## config.mk

```make
export PLATFORM = sky130hd
export DESIGN_NAME = sys_tx_arbiter
export DESIGN_NICKNAME = d
export VERILOG_FILES = /design/src/rtl/sys_tx_arbiter.sv
export SDC_FILE = /design/constraint.sdc
export NUM_CORES = 1
export LEC_CHECK = 0
export CORE_ASPECT_RATIO = 0.6
export CORE_MARGIN = 4
export CORE_UTILIZATION = 53
export CTS_CLUSTER_SIZE = 12
export DETAILED_ROUTE_END_ITERATION = 8
export GPL_ROUTABILITY_DRIVEN = 0
export GPL_TIMING_DRIVEN = 0
export PLACE_DENSITY = 0.84
export SKIP_CTS_REPAIR_TIMING = 1
export SYNTH_ARGS = -nofsm -noshare
export SYNTH_HDL_FRONTEND = slang
export SYNTH_SLANG_ARGS = --single-unit
```

## constraint.sdc

```tcl
create_clock -name clk -period 2 [get_ports clk]
set_input_delay 0.3 -clock clk [delete_from_list [all_inputs] [get_ports clk]]
set_output_delay 0.3 -clock clk [all_outputs]
set_load 0.02 [all_outputs]
```

## src/rtl/sys_tx_arbiter.sv

```systemverilog
// sys_tx_arbiter
// Shares one UART TX channel between two response sources: register-file read
// data (one byte per frame) and ALU results (two bytes per frame, low byte
// first). Each source has a single-entry buffer. Grants alternate round-robin
// when both sources are waiting. The d_vld/busy handshake is run once per byte.
module sys_tx_arbiter #(
  parameter int DATA_WIDTH  = 8,
  parameter int ACK_TIMEOUT = 15
) (
  input  logic                    clk,
  input  logic                    reset,
  input  logic                    rf_send,
  input  logic [DATA_WIDTH-1:0]   rf_send_data,
  input  logic                    alu_send,
  input  logic [2*DATA_WIDTH-1:0] alu_send_data,
  input  logic                    uart_tx_busy,
  output logic [DATA_WIDTH-1:0]   uart_tx_p_data,
  output logic                    uart_tx_d_vld,
  output logic                    rf_pend,
  output logic                    alu_pend,
  output logic                    drop_err,
  output logic                    tx_err
);

  localparam int DW = DATA_WIDTH;
  localparam int FW = 2 * DATA_WIDTH;
  localparam int TW = $clog2(ACK_TIMEOUT + 1);

  typedef enum logic [1:0] {
    IDLE,
    DRIVE,
    WAIT_DONE
  } state_t;

  state_t          state;
  logic [DW-1:0]   rf_buf;
  logic [FW-1:0]   alu_buf;
  logic            last_grant_alu;
  logic [FW-1:0]   shift_reg;
  logic [1:0]      bytes_left;
  logic [TW-1:0]   timeout_cnt;

  logic            grant_req;
  logic            grant_rf;
  logic            grant_alu;
  logic [FW-1:0]   grant_frame;
  logic            rf_drop;
  logic            alu_drop;

  // Grant decision: an idle channel with a free UART takes a pending frame,
  // alternating against the previous winner when both sources are waiting.
  always_comb begin
    grant_req = (state == IDLE) && !uart_tx_busy && (rf_pend || alu_pend);
    grant_rf  = 1'b0;
    grant_alu = 1'b0;
    if (grant_req) begin
      if (rf_pend && alu_pend) begin
        grant_rf  = last_grant_alu;
        grant_alu = !last_grant_alu;
      end else begin
        grant_rf  = rf_pend;
        grant_alu = alu_pend;
      end
    end
    grant_frame = grant_rf ? {{DW{1'b0}}, rf_buf} : alu_buf;
    rf_drop     = rf_send && rf_pend && !grant_rf;
    alu_drop    = alu_send && alu_pend && !grant_alu;
  end

  // Source buffers: capture into an empty (or just-granted) slot, otherwise
  // keep the old entry and flag the lost send.
  always_ff @(posedge clk or negedge reset) begin
    if (!reset) begin
      rf_buf   <= '0;
      rf_pend  <= 1'b0;
      alu_buf  <= '0;
      alu_pend <= 1'b0;
      drop_err <= 1'b0;
    end else begin
      drop_err <= rf_drop || alu_drop;

      if (rf_send && !rf_drop) begin
        rf_buf  <= rf_send_data;
        rf_pend <= 1'b1;
      end else if (grant_rf) begin
        rf_pend <= 1'b0;
      end

      if (alu_send && !alu_drop) begin
        alu_buf  <= alu_send_data;
        alu_pend <= 1'b1;
      end else if (grant_alu) begin
        alu_pend <= 1'b0;
      end
    end
  end

  // Frame sequencer: loads the granted frame, presents one byte at a time,
  // waits for the UART to take and finish it, and aborts a byte that is
  // never acknowledged.
  always_ff @(posedge clk or negedge reset) begin
    if (!reset) begin
      state          <= IDLE;
      last_grant_alu <= 1'b1;
      shift_reg      <= '0;
      bytes_left     <= 2'd0;
      timeout_cnt    <= '0;
      uart_tx_p_data <= '0;
      uart_tx_d_vld  <= 1'b0;
      tx_err         <= 1'b0;
    end else begin
      tx_err <= 1'b0;
      case (state)
        IDLE: begin
          if (grant_rf || grant_alu) begin
            last_grant_alu <= grant_alu;
            shift_reg      <= grant_frame;
            bytes_left     <= grant_alu ? 2'd2 : 2'd1;
            uart_tx_p_data <= grant_frame[DW-1:0];
            uart_tx_d_vld  <= 1'b1;
            timeout_cnt    <= '0;
            state          <= DRIVE;
          end
        end

        DRIVE: begin
          if (uart_tx_busy) begin
            uart_tx_d_vld <= 1'b0;
            bytes_left    <= bytes_left - 2'd1;
            state         <= WAIT_DONE;
          end else if (timeout_cnt == TW'(ACK_TIMEOUT - 1)) begin
            uart_tx_d_vld <= 1'b0;
            tx_err        <= 1'b1;
            bytes_left    <= 2'd0;
            state         <= IDLE;
          end else begin
            timeout_cnt <= timeout_cnt + TW'(1);
          end
        end

        WAIT_DONE: begin
          if (!uart_tx_busy) begin
            if (bytes_left != 2'd0) begin
              shift_reg      <= shift_reg >> DW;
              uart_tx_p_data <= shift_reg[FW-1:DW];
              uart_tx_d_vld  <= 1'b1;
              timeout_cnt    <= '0;
              state          <= DRIVE;
            end else begin
              state <= IDLE;
            end
          end
        end

        default: begin
          uart_tx_d_vld <= 1'b0;
          state         <= IDLE;
        end
      endcase
    end
  end

endmodule

```

==> results of run 1 <==
## metrics by stage
stage / setup TNS (ns) / instances / setup slack, ns / power, mW
detailed placement: -5.535 / 303 / -0.3495 / 3.664
CTS: -0.06560 / 311 / -0.04699 / 4.395
global route: -0.006705 / 312 / -0.006705 / 4.685
floorplan: 0 / 198 / 0.2624 / 3.096
global placement: -55.76 / 302 / -0.9581 / 3.585
finish: 0 / 312 / 0.1124 / 4.400
## metal layers
layer	share of wire [%]	vias up	wire, um	track usage, %
met1	51	849	2605	27.02
met2	42	65	2120	25.78
met3	6.5	7	331	4.638
li1	-	814	-	-
met5	0	-	0	0
met4	0.98	0	50	5.600
## final timing paths
check                      slack, ns         from                end
setup reg to reg                0.11     alu_pend  uart_tx_p_data[5]
setup / recovery                0.11     alu_pend  uart_tx_p_data[5]
hold reg to reg                 0.50  alu_buf[11]      shift_reg[11]
max in group asynchronous       0.99        reset     last_grant_alu
min in group clk                0.50  alu_buf[11]      shift_reg[11]
hold / removal                  0.42        reset             tx_err
## placed cells by master, fill, tap and decap left out, types with 2 or more instances in the layout
cell and count:
o21ai_0 5, mux2i_1 8, nand2_2 2, nand2b_1 2, o22ai_1 2, clkdlybuf4s50_1 40
buf_4 8, mux2_2 15, mux2_4 10, buf_6 2, o31ai_1 9, nor2b_1 2
nand3_1 2, clkbuf_2 2, buf_2 4, dfrtp_1 53, a211o_1 2, nand2_1 6
a31oi_1 9, a21oi_1 4, nor3b_1 2, a21boi_0 9, clkbuf_8 5, clkbuf_1 3
nor2_1 3, and3_1 2, ha_1 3, inv_1 7, a22o_1 8
## logic make-up (layout without fill, tap and decap cells)
group / count (synthesis) / after routing / synth area share (%)
muxes: 33 / 33 / 15.91
DFF: 54 / 54 / 53.92
adders and majority gates: 3 / 3 / 1.496
buffers and inverters: 25 / 76 / 5.686
AOI/OAI and AO/OA: 54 / 54 / 15.86
and+or+nand+nor: 29 / 29 / 7.133
## report_power, final
| group | total (mW) | internal (mW) | switching (mW) |
|---|---|---|---|
| registers | 1.84 | 1.56 | 0.285 |
| logic | 1.84 | 0.998 | 0.846 |
| clock network | 0.716 | 0.374 | 0.342 |
| total | 4.40 | 2.93 | 1.47 |
## cell type report
class	instances	area (sq um)
Timing Repair Buffer	43	435.4
Tap cell	63	78.83
Sequential cell	54	1353
Clock inverter	2	37.54
Fill cell	333	1414
Inverter	7	26.28
Clock buffer	6	72.57
Multi-Input combinational cell	119	1028
Buffer	18	118.9
==> flow_summary.json, run 1 <==
{
  "cts_sinks": 54,
  "cpLargestDelayFamily": "simple AND/OR/NAND/NOR gates",
  "cts_tree": "yes",
  "synth.most_common_cell": "dfrtp_1",
  "die_w_um": 96.82,
  "timing.final.crit_share_pct": 94.38,
  "criticalPathCategory": "register to register",
  "critPathRequiredTime_ns": 2.17,
  "synthTopCellsByCount": "dfrtp_1 (53), mux2_2 (15), mux2_4 (10)",
  "rsz0062_at_grt": "yes",
  "via_per_inst": 5.561,
  "nNetsFinal": 280,
  "placementRows": 19,
  "areaGrowthSynthToFinish_pct": 25.59,
  "grt_remaining_overflow": 0,
  "core_region_area_sq_um": 4564,
  "grt_max_degree": 43,
  "grt_pass1_vias": 1615,
  "startpoint_type": "register",
  "synthFlopType": "dfrtp_1",
  "post_dp_cell_area_sq_um": 3013,
  "max_slew_margin_pct": 68.82,
  "slew_viol_final": 0,
  "drt_first_iter_violations": 104,
  "worstMarginPinSlew_ns": 0.4672,
  "synth_edf_count": 0,
  "firstDrtPassIters": 4,
  "crit_chain": "or3_1, buf_1, nand2_2, buf_2, o31ai_1",
  "powerDensity_nw_per_um2": 1397,
  "yosys_warnings": 0,
  "port-buffer-count": 41,
  "post_synth_instance_area_sq_um": 2509,
  "cts_buffer_depth": 2,
  "syn_area_per_cell_sq_um": 12.67,
  "routed_wl_mm": 5.107,
  "r2r_cells": 5,
  "antenna_found_initial": 0,
  "whs_ns": 0.4189,
  "fin_crit_ns": 1.888,
  "outcome": "finished, final reports clean",
  "slowest_stage": "dfrtp_1",
  "yosys.area.top_type_share_pct": 52.87,
  "worst_path_largest_cell_delay_ns": 0.47,
  "worstSetupPathDepth": 5,
  "dieArea_sq_um": 5934,
  "hold_viol_final": 0,
  "die_height_um": 61.29,
  "n_antenna_cell": 0,
  "synth_top_area_cell": "dfrtp_1",
  "synthTopCellsByArea": "dfrtp_1 (53%), mux2_2 (6.7%), mux2_4 (6.0%), mux2i_1 (3.2%), a22o_1 (2.8%)",
  "io_pins": 42,
  "grt_usage_pct": 17.99,
  "p_leak_nw": 1.447,
  "ir_drop_uv": 705.8,
  "final_core_util_pct": 69.02,
  "cts_buffers": 5,
  "async_flop_share_pct": 100.0,
  "grt_pass1_wl_mm": 8.266,
  "cts.clk_slew.worst_paths_ns": 0.09,
  "fmax_ghz": 0.5298,
  "synthCells": 198,
  "cp.arrival_ns": 2.06,
  "drive_gt1_share_pct": 23.69,
  "clock_latency_ns": 0.30,
  "routedWlPerCell_um": 16.37,
  "crit_path_max_fanout": 10,
  "start_util_pct": 54.96,
  "synth.yosys.seq_area_share_pct": 53.92,
  "drc": 0,
  "hpwl_mm": 3.624,
  "h-tree-depth": 2,
  "hold_path_class": "primary input to asynchronous set/reset pin",
  "largest_reg_flops": 16,
  "max_cap_violations": 0,
  "syn-num-nets": 230,
  "endpoint_kind": "register",
  "synthDistinctLibCells": 41,
  "ant_nets": 0,
  "root_buffer": "clkbuf_8",
  "setup-violations-final": 0,
  "crit_buf_inv": 2,
  "final_area_sq_um": 3151,
  "ys_ff_latch": 54,
  "route.vias.total": 1735,
  "fin_skew_ns": 0.007903
}
Note: power is estimated with default switching activity, not from simulation.
==> run 2, diff against run 1 <==
CORE_MARGIN = 3   (was 4)
clock period = 1.84 ns   (was 2 ns; I/O delays follow)
==> flow_summary.json, run 2 (same netlist as run 1, synthesis figures left out) <==
{
  "outcome": "finished, final reports clean",
  "grt_pass1_vias": 1637,
  "cp.arrival_ns": 2.00,
  "nNetsFinal": 285,
  "crit_chain": "clkbuf_4, or3_4, o21ai_4, nand2_4, mux2_4",
  "via_per_inst": 5.430,
  "start_util_pct": 58.02,
  "dp.cells": 300,
  "cts_buffers": 5,
  "port-buffer-count": 41,
  "routedWlPerCell_um": 16.45,
  "placementRows": 18,
  "rrSetupSlack_ns": 0.04,
  "routed_wl_mm": 5.165,
  "r2r_cells": 5,
  "hold_viol_final": 0,
  "slew_viol_final": 0,
  "hold_path_class": "primary input to asynchronous set/reset pin",
  "worstMarginPinSlew_ns": 0.3977,
  "crit_path_max_fanout": 16,
  "n_antenna_cell": 0,
  "core_region_area_sq_um": 4324,
  "pre_cts_ws_ns": -0.4465,
  "cts_sinks": 54,
  "ant_nets": 0,
  "setup-violations-final": 0,
  "areaGrowthSynthToFinish_pct": 27.43,
  "startpoint_type": "register",
  "rsz0062_at_grt": "yes",
  "crit_buf_inv": 1,
  "fmax_ghz": 0.5548,
  "nFillCells": 309,
  "antenna_found_initial": 0,
  "design_power_total_mw": 4.850,
  "fin_crit_ns": 1.803,
  "final_area_sq_um": 3197,
  "timing.final.crit_share_pct": 97.97,
  "final_common_cell": "dfrtp_1",
  "die_height_um": 59.29,
  "drive_gt1_share_pct": 26.38,
  "cts.clk_slew.worst_paths_ns": 0.09,
  "grt_remaining_overflow": 0,
  "reg2reg_from": "state[0]",
  "critPathRequiredTime_ns": 2.03,
  "fin_ws_ns": 0.03741,
  "route.vias.total": 1705,
  "largest_reg_flops": 16,
  "slowest_stage": "or3_4",
  "criticalPathCategory": "register to register",
  "cts_buffer_depth": 2,
  "fin_cells": 314,
  "hpwl_mm": 3.718,
  "cts_tree": "yes",
  "post_dp_cell_area_sq_um": 3009,
  "fin_skew_ns": 0.006956,
  "die_w_um": 94.82,
  "io_pins": 42,
  "endpoint_kind": "register",
  "mostFrequentLayoutCells": "dfrtp_1 (53), clkdlybuf4s50_1 (40), buf_4 (15), mux2_2 (15), mux2_4 (10)",
  "powerDensity_nw_per_um2": 1517,
  "grt_max_degree": 43,
  "dieArea_sq_um": 5622,
  "tns_ns": 0,
  "root_buffer": "clkbuf_8",
  "firstDrtPassIters": 4,
  "final_core_util_pct": 73.93,
  "p_leak_nw": 1.485,
  "drc": 0,
  "ir_drop_uv": 779.3,
  "max_cap_violations": 0,
  "r2r_end": "alu_buf[0]",
  "max_slew_margin_pct": 73.49,
  "drt_first_iter_violations": 87,
  "h-tree-depth": 2,
  "whs_ns": 0.3846,
  "cpLargestDelayFamily": "simple AND/OR/NAND/NOR gates",
  "grt_pass1_wl_mm": 8.114,
  "clock_latency_ns": 0.31,
  "worst_path_largest_cell_delay_ns": 0.39,
  "grt_usage_pct": 19.32
}
run 2: worst max path at each step:
stage | startpoint | end | slack (ns) | depth (start not counted)
after floorplan | state[1] | alu_buf[0] | 0.10 | 6
after global placement | reset | alu_buf[5] | -1.08 | 1
after detailed placement | uart_tx_busy | uart_tx_p_data[6] | -0.45 | 7
after CTS | bytes_left[0] | uart_tx_p_data[6] | -0.15 | 7
after global routing | bytes_left[0] | uart_tx_p_data[6] | -0.04 | 7
final | state[0] | alu_buf[0] | 0.04 | 5
run 2: area by class of cell:
cell class / instances / area (sq um) / area share (%)
Buffer: 17 / 113.9 / 3.562
Inverter: 7 / 26.28 / 0.8219
Sequential cell: 54 / 1353 / 42.31
Clock inverter: 3 / 40.04 / 1.252
Multi-Input combinational cell: 119 / 1040 / 32.52
Tap cell: 60 / 75.07 / 2.348
Clock buffer: 5 / 68.82 / 2.153
Timing Repair Buffer: 49 / 480.5 / 15.03
run 2: power by group:
part	switching (mW)	internal (mW)	leakage [nW]
Combinational	0.941	1.13	0.767
Sequential	0.312	1.69	0.660
Clock	0.373	0.401	0.0579
run 2: worst register-to-register path, delay by kind of cell, from the launching register on:
| kind | cells | cell delay, ns |
|---|---|---|
| AND/OR/NAND/NOR | 2 | 0.59 |
| flip-flops | 1 | 0.37 |
| multiplexers | 1 | 0.36 |
| buffers and inverters | 1 | 0.19 |
| AO/OA/AOI/OAI | 1 | 0.18 |
run 2: metal layers:
metal | global-route usage (%) | part of all wire (%)
met5 | 0 | 0
met4 | 4.928 | 0.29
met3 | 4.695 | 6.5
met2 | 28.16 | 43
met1 | 29.17 | 50
==> run 3, diff against run 2 <==
CAP_MARGIN = 20   (was not set)
==> results of run 3 <==
Same layout as run 2: the final DEF is identical, and so are final timing and power.
